==> src/rtl/elevator_car_fsm.sv <==
// Elevator car controller: latches floor calls into a pending mask and serves them
// with a SCAN policy, stepping one floor per TRAVEL_TICKS timing strobes.
module elevator_car_fsm #(
   parameter int NUM_FLOORS   = 8,
   parameter int TRAVEL_TICKS = 4,
   parameter int DOOR_TICKS   = 6,
   localparam int FLOOR_W     = $clog2(NUM_FLOORS),
   localparam int MAX_TICKS   = (TRAVEL_TICKS > DOOR_TICKS) ? TRAVEL_TICKS : DOOR_TICKS,
   localparam int TIMER_W     = $clog2(MAX_TICKS + 1)
) (
   input  logic                  clk,
   input  logic                  rst_n,
   input  logic                  tick,
   input  logic [NUM_FLOORS-1:0] call_req,
   output logic [FLOOR_W-1:0]    current_floor,
   output logic [NUM_FLOORS-1:0] destination,
   output logic [1:0]            sim_state
);

   typedef enum logic [1:0] {
      IDLE = 2'b00,
      UP   = 2'b01,
      DOWN = 2'b10,
      DOOR = 2'b11
   } state_t;

   state_t                  state_q, state_d;
   logic                    dirUp_q, dirUp_d;
   logic [TIMER_W-1:0]      timer_q, timer_d;
   logic [FLOOR_W-1:0]      floor_q, floor_d;
   logic [NUM_FLOORS-1:0]   pending_q, pending_d;
   logic [NUM_FLOORS-1:0]   pendNext;
   logic [NUM_FLOORS-1:0]   clrMask;
   logic [FLOOR_W-1:0]      stepFloor;

   // True when any request lies strictly beyond floor f in the given direction.
   function automatic logic anyBeyond(input logic [NUM_FLOORS-1:0] mask,
                                      input logic [FLOOR_W-1:0] f,
                                      input logic up);
      logic found;
      found = 1'b0;
      for (int i = 0; i < NUM_FLOORS; i++) begin
         if (mask[i] && (up ? (i > int'(f)) : (i < int'(f))))
            found = 1'b1;
      end
      return found;
   endfunction

   always_ff @(posedge clk or negedge rst_n) begin
      if (!rst_n) begin
         state_q   <= IDLE;
         dirUp_q   <= 1'b1;
         timer_q   <= '0;
         floor_q   <= '0;
         pending_q <= '0;
      end else begin
         state_q   <= state_d;
         dirUp_q   <= dirUp_d;
         timer_q   <= timer_d;
         floor_q   <= floor_d;
         pending_q <= pending_d;
      end
   end

   // Decisions look at pending_q merged with this cycle's calls so a fresh call counts at once.
   always_comb begin
      state_d   = state_q;
      dirUp_d   = dirUp_q;
      timer_d   = timer_q;
      floor_d   = floor_q;
      pendNext  = pending_q | call_req;
      stepFloor = (state_q == UP) ? floor_q + FLOOR_W'(1) : floor_q - FLOOR_W'(1);

      case (state_q)
         IDLE: begin
            if (pendNext[floor_q]) begin
               state_d = DOOR;
               timer_d = TIMER_W'(DOOR_TICKS);
            end else if (anyBeyond(pendNext, floor_q, dirUp_q)) begin
               state_d = dirUp_q ? UP : DOWN;
               timer_d = TIMER_W'(TRAVEL_TICKS);
            end else if (anyBeyond(pendNext, floor_q, !dirUp_q)) begin
               state_d = dirUp_q ? DOWN : UP;
               dirUp_d = !dirUp_q;
               timer_d = TIMER_W'(TRAVEL_TICKS);
            end
         end
         UP, DOWN: begin
            if (tick) begin
               if (timer_q == TIMER_W'(1)) begin
                  floor_d = stepFloor;
                  if (pendNext[stepFloor]) begin
                     state_d = DOOR;
                     timer_d = TIMER_W'(DOOR_TICKS);
                  end else if (anyBeyond(pendNext, stepFloor, state_q == UP)) begin
                     timer_d = TIMER_W'(TRAVEL_TICKS);
                  end else begin
                     state_d = IDLE;
                  end
               end else begin
                  timer_d = timer_q - TIMER_W'(1);
               end
            end
         end
         DOOR: begin
            // A call at this floor re-opens the door for a full period.
            if (call_req[floor_q]) begin
               timer_d = TIMER_W'(DOOR_TICKS);
            end else if (tick) begin
               if (timer_q == TIMER_W'(1))
                  state_d = IDLE;
               else
                  timer_d = timer_q - TIMER_W'(1);
            end
         end
         default: state_d = IDLE;
      endcase

      clrMask   = (state_d == DOOR) ? (NUM_FLOORS'(1) << floor_d) : '0;
      pending_d = pendNext & ~clrMask;
   end

   assign current_floor = floor_q;
   assign destination   = pending_q;
   assign sim_state     = state_q;

endmodule
==> config.mk <==
export PLATFORM = sky130hd
export DESIGN_NAME = elevator_car_fsm
export DESIGN_NICKNAME = d
export VERILOG_FILES = /design/src/rtl/elevator_car_fsm.sv
export SDC_FILE = /design/constraint.sdc
export NUM_CORES = 1
export LEC_CHECK = 0
export BUFFER_PORTS_ARGS = -buffer_cell sky130_fd_sc_hd__buf_2
export CAP_MARGIN = 20
export CORE_MARGIN = 1.5
export CORE_UTILIZATION = 50
export CTS_BUF_LIST = sky130_fd_sc_hd__clkbuf_4 sky130_fd_sc_hd__clkbuf_8
export DETAILED_ROUTE_END_ITERATION = 6
export GPL_ROUTABILITY_DRIVEN = 0
export PLACE_DENSITY_LB_ADDON = 0.1
export SYNTH_ARGS = -nofsm -noshare
export SYNTH_HDL_FRONTEND = slang
export SYNTH_SLANG_ARGS = --single-unit
==> constraint.sdc <==
create_clock -name clk -period 5.08 [get_ports clk]
set_input_delay 1.016 -clock clk [delete_from_list [all_inputs] [get_ports clk]]
set_output_delay 1.016 -clock clk [all_outputs]
set_load 0.005 [all_outputs]
==> results of run 1 <==
state kept, by name, indices dropped and copies added (netlist names):
register	cells
sim_state	2
current_floor	3
destination	8
dirUp_q	1
timer_q	3
final timing paths:
path / slack (ns) / cells past startpoint / end / start
max in group asynchronous: 4.10 / 1 / dirUp_q$_DFFE_PN1P_ / rst_n
min reg2reg: 0.59 / 2 / timer_q[1]$_DFFE_PN0P_ / timer_q[1]$_DFFE_PN0P_
min: 0.59 / 2 / timer_q[1]$_DFFE_PN0P_ / timer_q[1]$_DFFE_PN0P_
max reg2reg: 1.49 / 10 / timer_q[2]$_DFFE_PN0P_ / current_floor[1]$_DFF_PN0_
max: 1.49 / 10 / timer_q[2]$_DFFE_PN0P_ / current_floor[1]$_DFF_PN0_
min in group asynchronous: 0.67 / 1 / destination[2]$_DFF_PN0_ / rst_n
worst max-delay path, cell delays in order (launching register included):
cell,delay [ns]
dfrtp_1,0.86
inv_1,0.29
ha_1,0.54
xnor2_1,0.24
a2111o_1,0.46
o2111a_1,0.12
nand4_1,0.15
o221ai_1,0.14
a22oi_1,0.39
a21oi_1,0.11
a31oi_1,0.18
power by group through the flow:
stage / Clock [W] / Sequential (W) / Combinational [W]
2_1_floorplan: 0 / 0.000252 / 0.000883
3_3_place_gp: 0 / 0.000302 / 0.00105
3_5_place_dp: 0 / 0.000303 / 0.00104
4_1_cts: 0.000109 / 0.000301 / 0.00105
5_1_grt: 0.000114 / 0.000314 / 0.00118
6_report: 0.000107 / 0.000304 / 0.00106
metal layers:
metal | wire length (µm) | part of all wire | vias to the layer above | global-route usage
met5 | 0 | 0 | - | 0
met3 | 304 | 0.057 | 10 | 0.0221
li1 | - | - | 946 | -
met1 | 2500 | 0.47 | 948 | 0.384
met2 | 2450 | 0.46 | 84 | 0.389
met4 | 100 | 0.019 | 0 | 0.0816
metrics by stage:
stage,power [W],setup WS (ns)
after floorplan,0.00114,1.96
after global placement,0.00135,1.50
after detailed placement,0.00135,1.52
after CTS,0.00146,1.53
after global routing,0.00161,1.17
final,0.00147,1.49
cell usage after synthesis, types with 2 or more instances:
cell type | instances | area share
dfrtp_1 | 16 | 0.20
a21oi_1 | 14 | 0.035
nor2_1 | 14 | 0.026
ha_1 | 13 | 0.081
inv_1 | 13 | 0.024
nand2_1 | 13 | 0.024
o21ai_0 | 13 | 0.032
a31oi_1 | 9 | 0.028
mux2i_1 | 9 | 0.045
nor3_1 | 8 | 0.020
nand3_1 | 6 | 0.015
buf_6 | 5 | 0.028
o22ai_1 | 5 | 0.016
a41oi_1 | 4 | 0.017
o21a_1 | 4 | 0.015
a211o_1 | 3 | 0.013
a211oi_1 | 3 | 0.011
a22oi_1 | 3 | 0.011
clkbuf_1 | 3 | 0.0056
clkbuf_8 | 3 | 0.021
nor2b_1 | 3 | 0.0094
nor4_1 | 3 | 0.0094
o2111ai_1 | 3 | 0.013
o32ai_1 | 3 | 0.013
or3_1 | 3 | 0.0094
a21boi_0 | 2 | 0.0075
a221oi_2 | 2 | 0.015
a32oi_1 | 2 | 0.0087
and2_1 | 2 | 0.0062
and2b_2 | 2 | 0.0087
o211ai_1 | 2 | 0.0075
o221ai_1 | 2 | 0.0087
or2_2 | 2 | 0.0062
xnor2_1 | 2 | 0.0087
xor2_1 | 2 | 0.0087
kinds of logic after synthesis:
logic type | synth area share
AOI/OAI and AO/OA | 0.360
and+or+nand+nor | 0.179
buffers and inverters | 0.0880
DFF | 0.213
adders and majority gates | 0.0811
muxes | 0.0618
xor gates and xnor gates | 0.0175
cell usage in the layout, fill, tap and decap left out, drive strengths merged, types with 4 or more instances in the layout:
master | synthesis | final
o21a | 4 | 4
a21oi | 15 | 15
inv | 14 | 14
o22ai | 5 | 5
a41oi | 4 | 4
nand3 | 7 | 7
a211oi | 4 | 4
o2111ai | 4 | 4
ha | 13 | 13
a31oi | 9 | 9
nor3 | 8 | 8
o21ai | 14 | 14
mux2i | 9 | 9
a22oi | 4 | 4
a211o | 4 | 4
clkbuf | 6 | 4
nor2 | 15 | 15
buf | 6 | 25
or3 | 4 | 4
dfrtp | 16 | 16
nand2 | 13 | 13
final cells by class:
| type | count | area, µm² | area share |
|---|---|---|---|
| Inverter | 14 | 52.6 | 0.0248 |
| Multi-Input combinational cell | 189 | 1400 | 0.661 |
| Clock buffer | 4 | 48.8 | 0.0230 |
| Timing Repair Buffer | 25 | 130 | 0.0614 |
| Sequential cell | 17 | 427 | 0.201 |
| Tap cell | 48 | 60.1 | 0.0283 |
==> key figures, run 1 <==
STA
  • Slew Limit Fails: 0
  • Final hold viol count: 0
  • Hold Slack: 0.592 ns
  • Setup TNS: 0 ns
  • RSZ-0062 raised after global routing: false
  • Final setup fails: 0
  • Fmax: 279 MHz
  • Part of the cycle the worst path needs: 0.706
  • Final Critical Period: 3.59 ns
  • Slew headroom: 0.462
  • Worst-Margin Slew: approximately 0.81 ns
  • Clock skew: 0.00419 ns

Placement
  • Placed wire-length estimate: 3960 µm
  • Cells after DPL: 293
  • Placed cell areas: 2070 µm²
  • # port buffers: 23

Clock network
  • TritonCTS clock tree: done
  • Num Clock Sinks: 17
  • Clk buf depth: 2
  • Clk_lat worst skew: 0.25 ns
  • Post-CTS sizing: 0
  • Clk root buf: clkbuf_8
  • H-tree depth: 1
  • Hold Buf Count CTS: 0
  • Num CTS Buffers: 3
  • Post-CTS setup buffer count: 0
  • Clock slew at reported path FFs: roughly 0.07 ns

Global routing
  • Antenna violations before repair: 0
  • Global route overflow: 0
  • Largest net degree at the start of global routing: 32
  • First-pass GRT wire length: around 8800 µm
  • GR Util All Layers: 0.257
  • Vias in the first global route: between 1500 and 2000

Synth
  • Post-Syn Nets: 257
  • Synth unique cells: 72
  • Sequential-to-total area share from yosys stat: 0.213
  • Number of flops mapped to enable cells by yosys: 0
  • Syn Std Cell Area: 2010 µm²
  • Synth Instances: around 230
  • Syn Area/Cell: 8.61 µm²
  • Most used DFF post-synth: dfrtp_1
  • Ys async rst share: 1.00
  • FF+latch count, synth: 17
  • Synth warn: 0

Routing
  • Final ANT Viol Nets: 0
  • Routed len/inst: 18.0 µm
  • DR vias/cell: approximately 6.7
  • Vias post-DR: roughly 2000
  • Initial DRC count: approximately 210
  • Routed wire length: 5360 µm
  • DR DRC count: 0
  • TritonRoute pass-1 iters: 5

Power
  • Clock power share: 0.073
  • Net switching power: 0.000785 W
  • PD cells: a little under 700 nW/µm²
  • Peak VDD IR: 0.403 mV
  • Sequential Power Share: 0.206
  • Internal power: 0.000687 W
  • Comb pwr share: 0.721
  • LEAKAGE: 0.867 nW
  • Net Sw Frac: 0.534

Finish
  • Fillers: roughly 380
  • Final core utilization: 0.567
  • Area growth, synth to finish: 5.74%
  • N_diodes: 0
  • Final instance area: roughly 2100 µm²
  • Layout net count: 274
  • Share of layout cells above drive strength 1: 0.221
  • Fin cells: 297

Floorplanning
  • Starting Density: 0.536
  • Die ar.: 4400 µm²
  • # IOs: 24
  • Die width: 66.3 µm
  • Die Ht: 66.3 µm
  • Row count: 22
  • CORE AREA: 3740 µm²

Worst hold path
  • Worst min path class: reg -> reg

Critical path
  • Worst path required time: approximately 5.3 ns
  • WP data arrival: about 3.8 ns
  • Setup Crit Path Kind: reg -> reg
  • Setup crit end kind: register
  • CP max FO: 24
  • Startpoint types: register

Run status
  • Status: finished clean

Run
  • Number of max-cap violations: 0
Power figures use the tool's default switching activity.
==> run 2: changes to the inputs <==
==> constraint.sdc (replaced) <==
create_clock -name clk -period 3.7 [get_ports clk]
set_input_delay 0.74 -clock clk [delete_from_list [all_inputs] [get_ports clk]]
set_output_delay 0.74 -clock clk [all_outputs]
set_load 0.005 [all_outputs]
==> key figures, run 2 (synthesized netlist as in run 1, its figures left out) <==
Clock network
  • Clk root buf: clkbuf_8 (unchanged)
  • Post-CTS setup buffer count: 0 (unchanged)
  • TritonCTS clock tree: done (unchanged)
  • Num Clock Sinks: 17 (unchanged)
  • Num CTS Buffers: 3 (unchanged)
  • Post-CTS sizing: 0 (unchanged)
  • Clock slew at reported path FFs: 0.07 ns (about the same)
  • Clk_lat worst skew: 0.26 ns (was 0.25 ns)
  • H-tree depth: 1 (unchanged)
  • Clk buf depth: 2 (unchanged)
  • Hold Buf Count CTS: 0 (unchanged)

Global routing
  • First-pass GRT wire length: 9470 µm (was 8760 µm)
  • Global route overflow: 0 (unchanged)
  • Antenna violations before repair: 0 (unchanged)
  • Vias in the first global route: 1928 (was 1782)
  • GR Util All Layers: 0.281 (was 0.257)
  • Largest net degree at the start of global routing: 24 (was 32)

Critical path
  • Setup Crit Path Kind: reg -> reg (unchanged)
  • Critical path origin: current_floor[1]$_DFF_PN0_ (unchanged)
  • Flop2flop setup slack: 0.40 ns (was 1.49 ns)
  • Startpoint types: register (unchanged)
  • Worst R2R End: timer_q[2]$_DFFE_PN0P_ (unchanged)
  • Worst path required time: 3.88 ns (was 5.25 ns)
  • Critical Path End: timer_q[2]$_DFFE_PN0P_ (unchanged)
  • Most Frequent Cell on Critical Path: o221ai_1
  • Crit-path cells: inv_1 -> ha_1 -> xnor2_1 -> o221ai_1 -> o2111a_1 -> nand4_1 -> o221ai_1 -> a22oi_1 -> a21oi_1 -> a31oi_1 (was inv_1 -> ha_1 -> xnor2_1 -> a2111o_1 -> o2111a_1 -> nand4_1 -> o221ai_1 -> a22oi_1 -> a21oi_1 -> a31oi_1)
  • R2R Path Start: current_floor[1]$_DFF_PN0_ (unchanged)
  • Worst R2R Path Depth: 10 (unchanged)
  • Worst path slowest cell: dfrtp_1 (unchanged)
  • WP data arrival: 3.49 ns (was 3.76 ns)
  • Setup crit end kind: register (unchanged)
  • Crit path largest cell delay: 0.65 ns (was 0.86 ns)
  • CP max FO: 13 (was 24)

Routing
  • Max layer used: met4 (unchanged)
  • Routed len/inst: 18.6 µm (was 18.0 µm)
  • WL met3: 401 µm (was 304 µm)
  • DR vias/cell: 6.65 (was 6.69)
  • Routed wire length: 5650 µm (was 5360 µm)
  • Final ANT Viol Nets: 0 (unchanged)
  • Met2 WL post-DR: 2540 µm (was 2450 µm)
  • DR DRC count: 0 (unchanged)
  • TritonRoute pass-1 iters: 4 (was 5)
  • Vias post-DR: 2021 (was 1988)
  • Initial DRC count: 194 (was 211)
  • Metal-1 WL: 2580 µm (was 2500 µm)

Finish
  • N_diodes: 0 (unchanged)
  • Fillers: 372 (was 377)
  • Area of the multi-input gates: 1400 µm² (unchanged)
  • Most frequent cells in the layout: buf_2 (23), dfrtp_1 (16), nor2_1 (14), a21oi_1 (14) (unchanged)
  • Area growth, synth to finish: 8.36% (was 5.74%)
  • Seq. cell area: 427 µm² (unchanged)
  • Largest register FFs: 8 (unchanged)
  • Layout net count: 281 (was 274)
  • Share of layout cells above drive strength 1: 0.242 (was 0.221)
  • Final instance area: 2170 µm² (was 2120 µm²)
  • Most common cell after layout, fill and taps aside: buf_2 (unchanged)

Power
  • Peak VDD IR: 0.498 mV (was 0.403 mV)
  • Net Sw Frac: 0.531 (was 0.534)
  • PD cells: 946 nW/µm² (was 694 nW/µm²)
  • Clock power share: 0.075 (was 0.073)
  • Sequential Power Share: 0.195 (was 0.206)
  • Internal power: 0.000965 W (was 0.000687 W)
  • LEAKAGE: 0.905 nW (was 0.867 nW)
  • Comb pwr share: 0.730 (was 0.721)
  • Net switching power: 0.00109 W (was 0.000785 W)

STA
  • Setup TNS: 0 ns (unchanged)
  • Clock skew: 0.00363 ns (was 0.00419 ns)
  • Part of the cycle the worst path needs: 0.893 (was 0.706)
  • Fmax: 303 MHz (was 279 MHz)
  • RSZ-0062 raised after global routing: false (unchanged)
  • Final Critical Period: 3.30 ns (was 3.59 ns)
  • Final hold viol count: 0 (unchanged)
  • Worst-Margin Slew: 0.786 ns (was 0.806 ns)
  • Slew Limit Fails: 0 (unchanged)
  • Slew headroom: 0.476 (was 0.462)
  • Final setup fails: 0 (unchanged)

Floorplanning
  • Die width: 66.3 µm (unchanged)
  • Die Ht: 66.3 µm (unchanged)
  • CORE AREA: 3740 µm² (unchanged)
  • # IOs: 24 (unchanged)
  • Die ar.: 4400 µm² (unchanged)
  • Row count: 22 (unchanged)
  • Starting Density: 0.536 (unchanged)

Placement
  • # port buffers: 23 (unchanged)
  • Placed cell areas: 2120 µm² (was 2070 µm²)
  • Placed wire-length estimate: 4130 µm (was 3960 µm)

Worst hold path
  • Worst min path class: in -> async (was reg -> reg)

Run status
  • Status: finished clean (unchanged)

Run
  • Number of max-cap violations: 0 (unchanged)
==> run 2: cell count changes in the layout (fill, tap and decap cells not counted), sizes merged <==
cell / change
buf: +7
==> run 2: stage by stage <==
step           instances  total power, W   util  setup WS [ns]  hold WS [ns]
6_report             304         0.00206  0.581          0.396         0.412
3_3_place_gp         300         0.00187  0.568          0.518         0.546
5_1_grt              304         0.00223  0.581          0.229         0.438
4_1_cts              304         0.00203  0.581          0.480         0.414
3_5_place_dp         300         0.00187  0.568          0.488         0.564
2_1_floorplan        233         0.00156      -          0.835         0.444
==> run 2: power groups by stage <==
stage	Sequential, W	Clock [W]	Combinational, W
floorplan	0.000347	0	0.00121
global placement	0.000398	0	0.00147
detailed placement	0.000399	0	0.00147
CTS	0.000396	0.000155	0.00148
global route	0.000414	0.000161	0.00166
finish	0.000401	0.000153	0.00150
==> run 2: critical path, delay by kind of cell (launching register included) <==
family | cells | cell delay (ns)
AOI/OAI and AO/OA | 6 | 1.24
xor gates and xnor gates | 1 | 0.50
adders and majority gates | 1 | 0.45
buffers and inverters | 1 | 0.24
DFF | 1 | 0.65
and+or+nand+nor | 1 | 0.16
==> run 2: how the worst min path moves through the flow <==
stage	slack, ns	cells past startpoint	endpoint
CTS	0.41	1	destination[3]$_DFF_PN0_
detailed placement	0.56	2	timer_q[1]$_DFFE_PN0P_
finish	0.41	1	destination[3]$_DFF_PN0_
global route	0.44	1	current_floor[2]$_DFF_PN0_
global placement	0.55	2	timer_q[1]$_DFFE_PN0P_
floorplan	0.44	0	current_floor[0]$_DFF_PN0_
==> run 2: metal layers <==
layer  vias to the layer above  GRT usage
met5                         -          0
met4                         0     0.0995
met3                        13     0.0409
met2                        84      0.438
met1                       966      0.394
li1                        958          -
==> run 2: area by class of cell <==
class / instances / area share
clock buffers: 4 / 0.0225
inverters: 14 / 0.0242
multi-input cells: 189 / 0.645
flip-flops and latches: 17 / 0.196
well taps: 48 / 0.0276
repair buffers: 32 / 0.0841
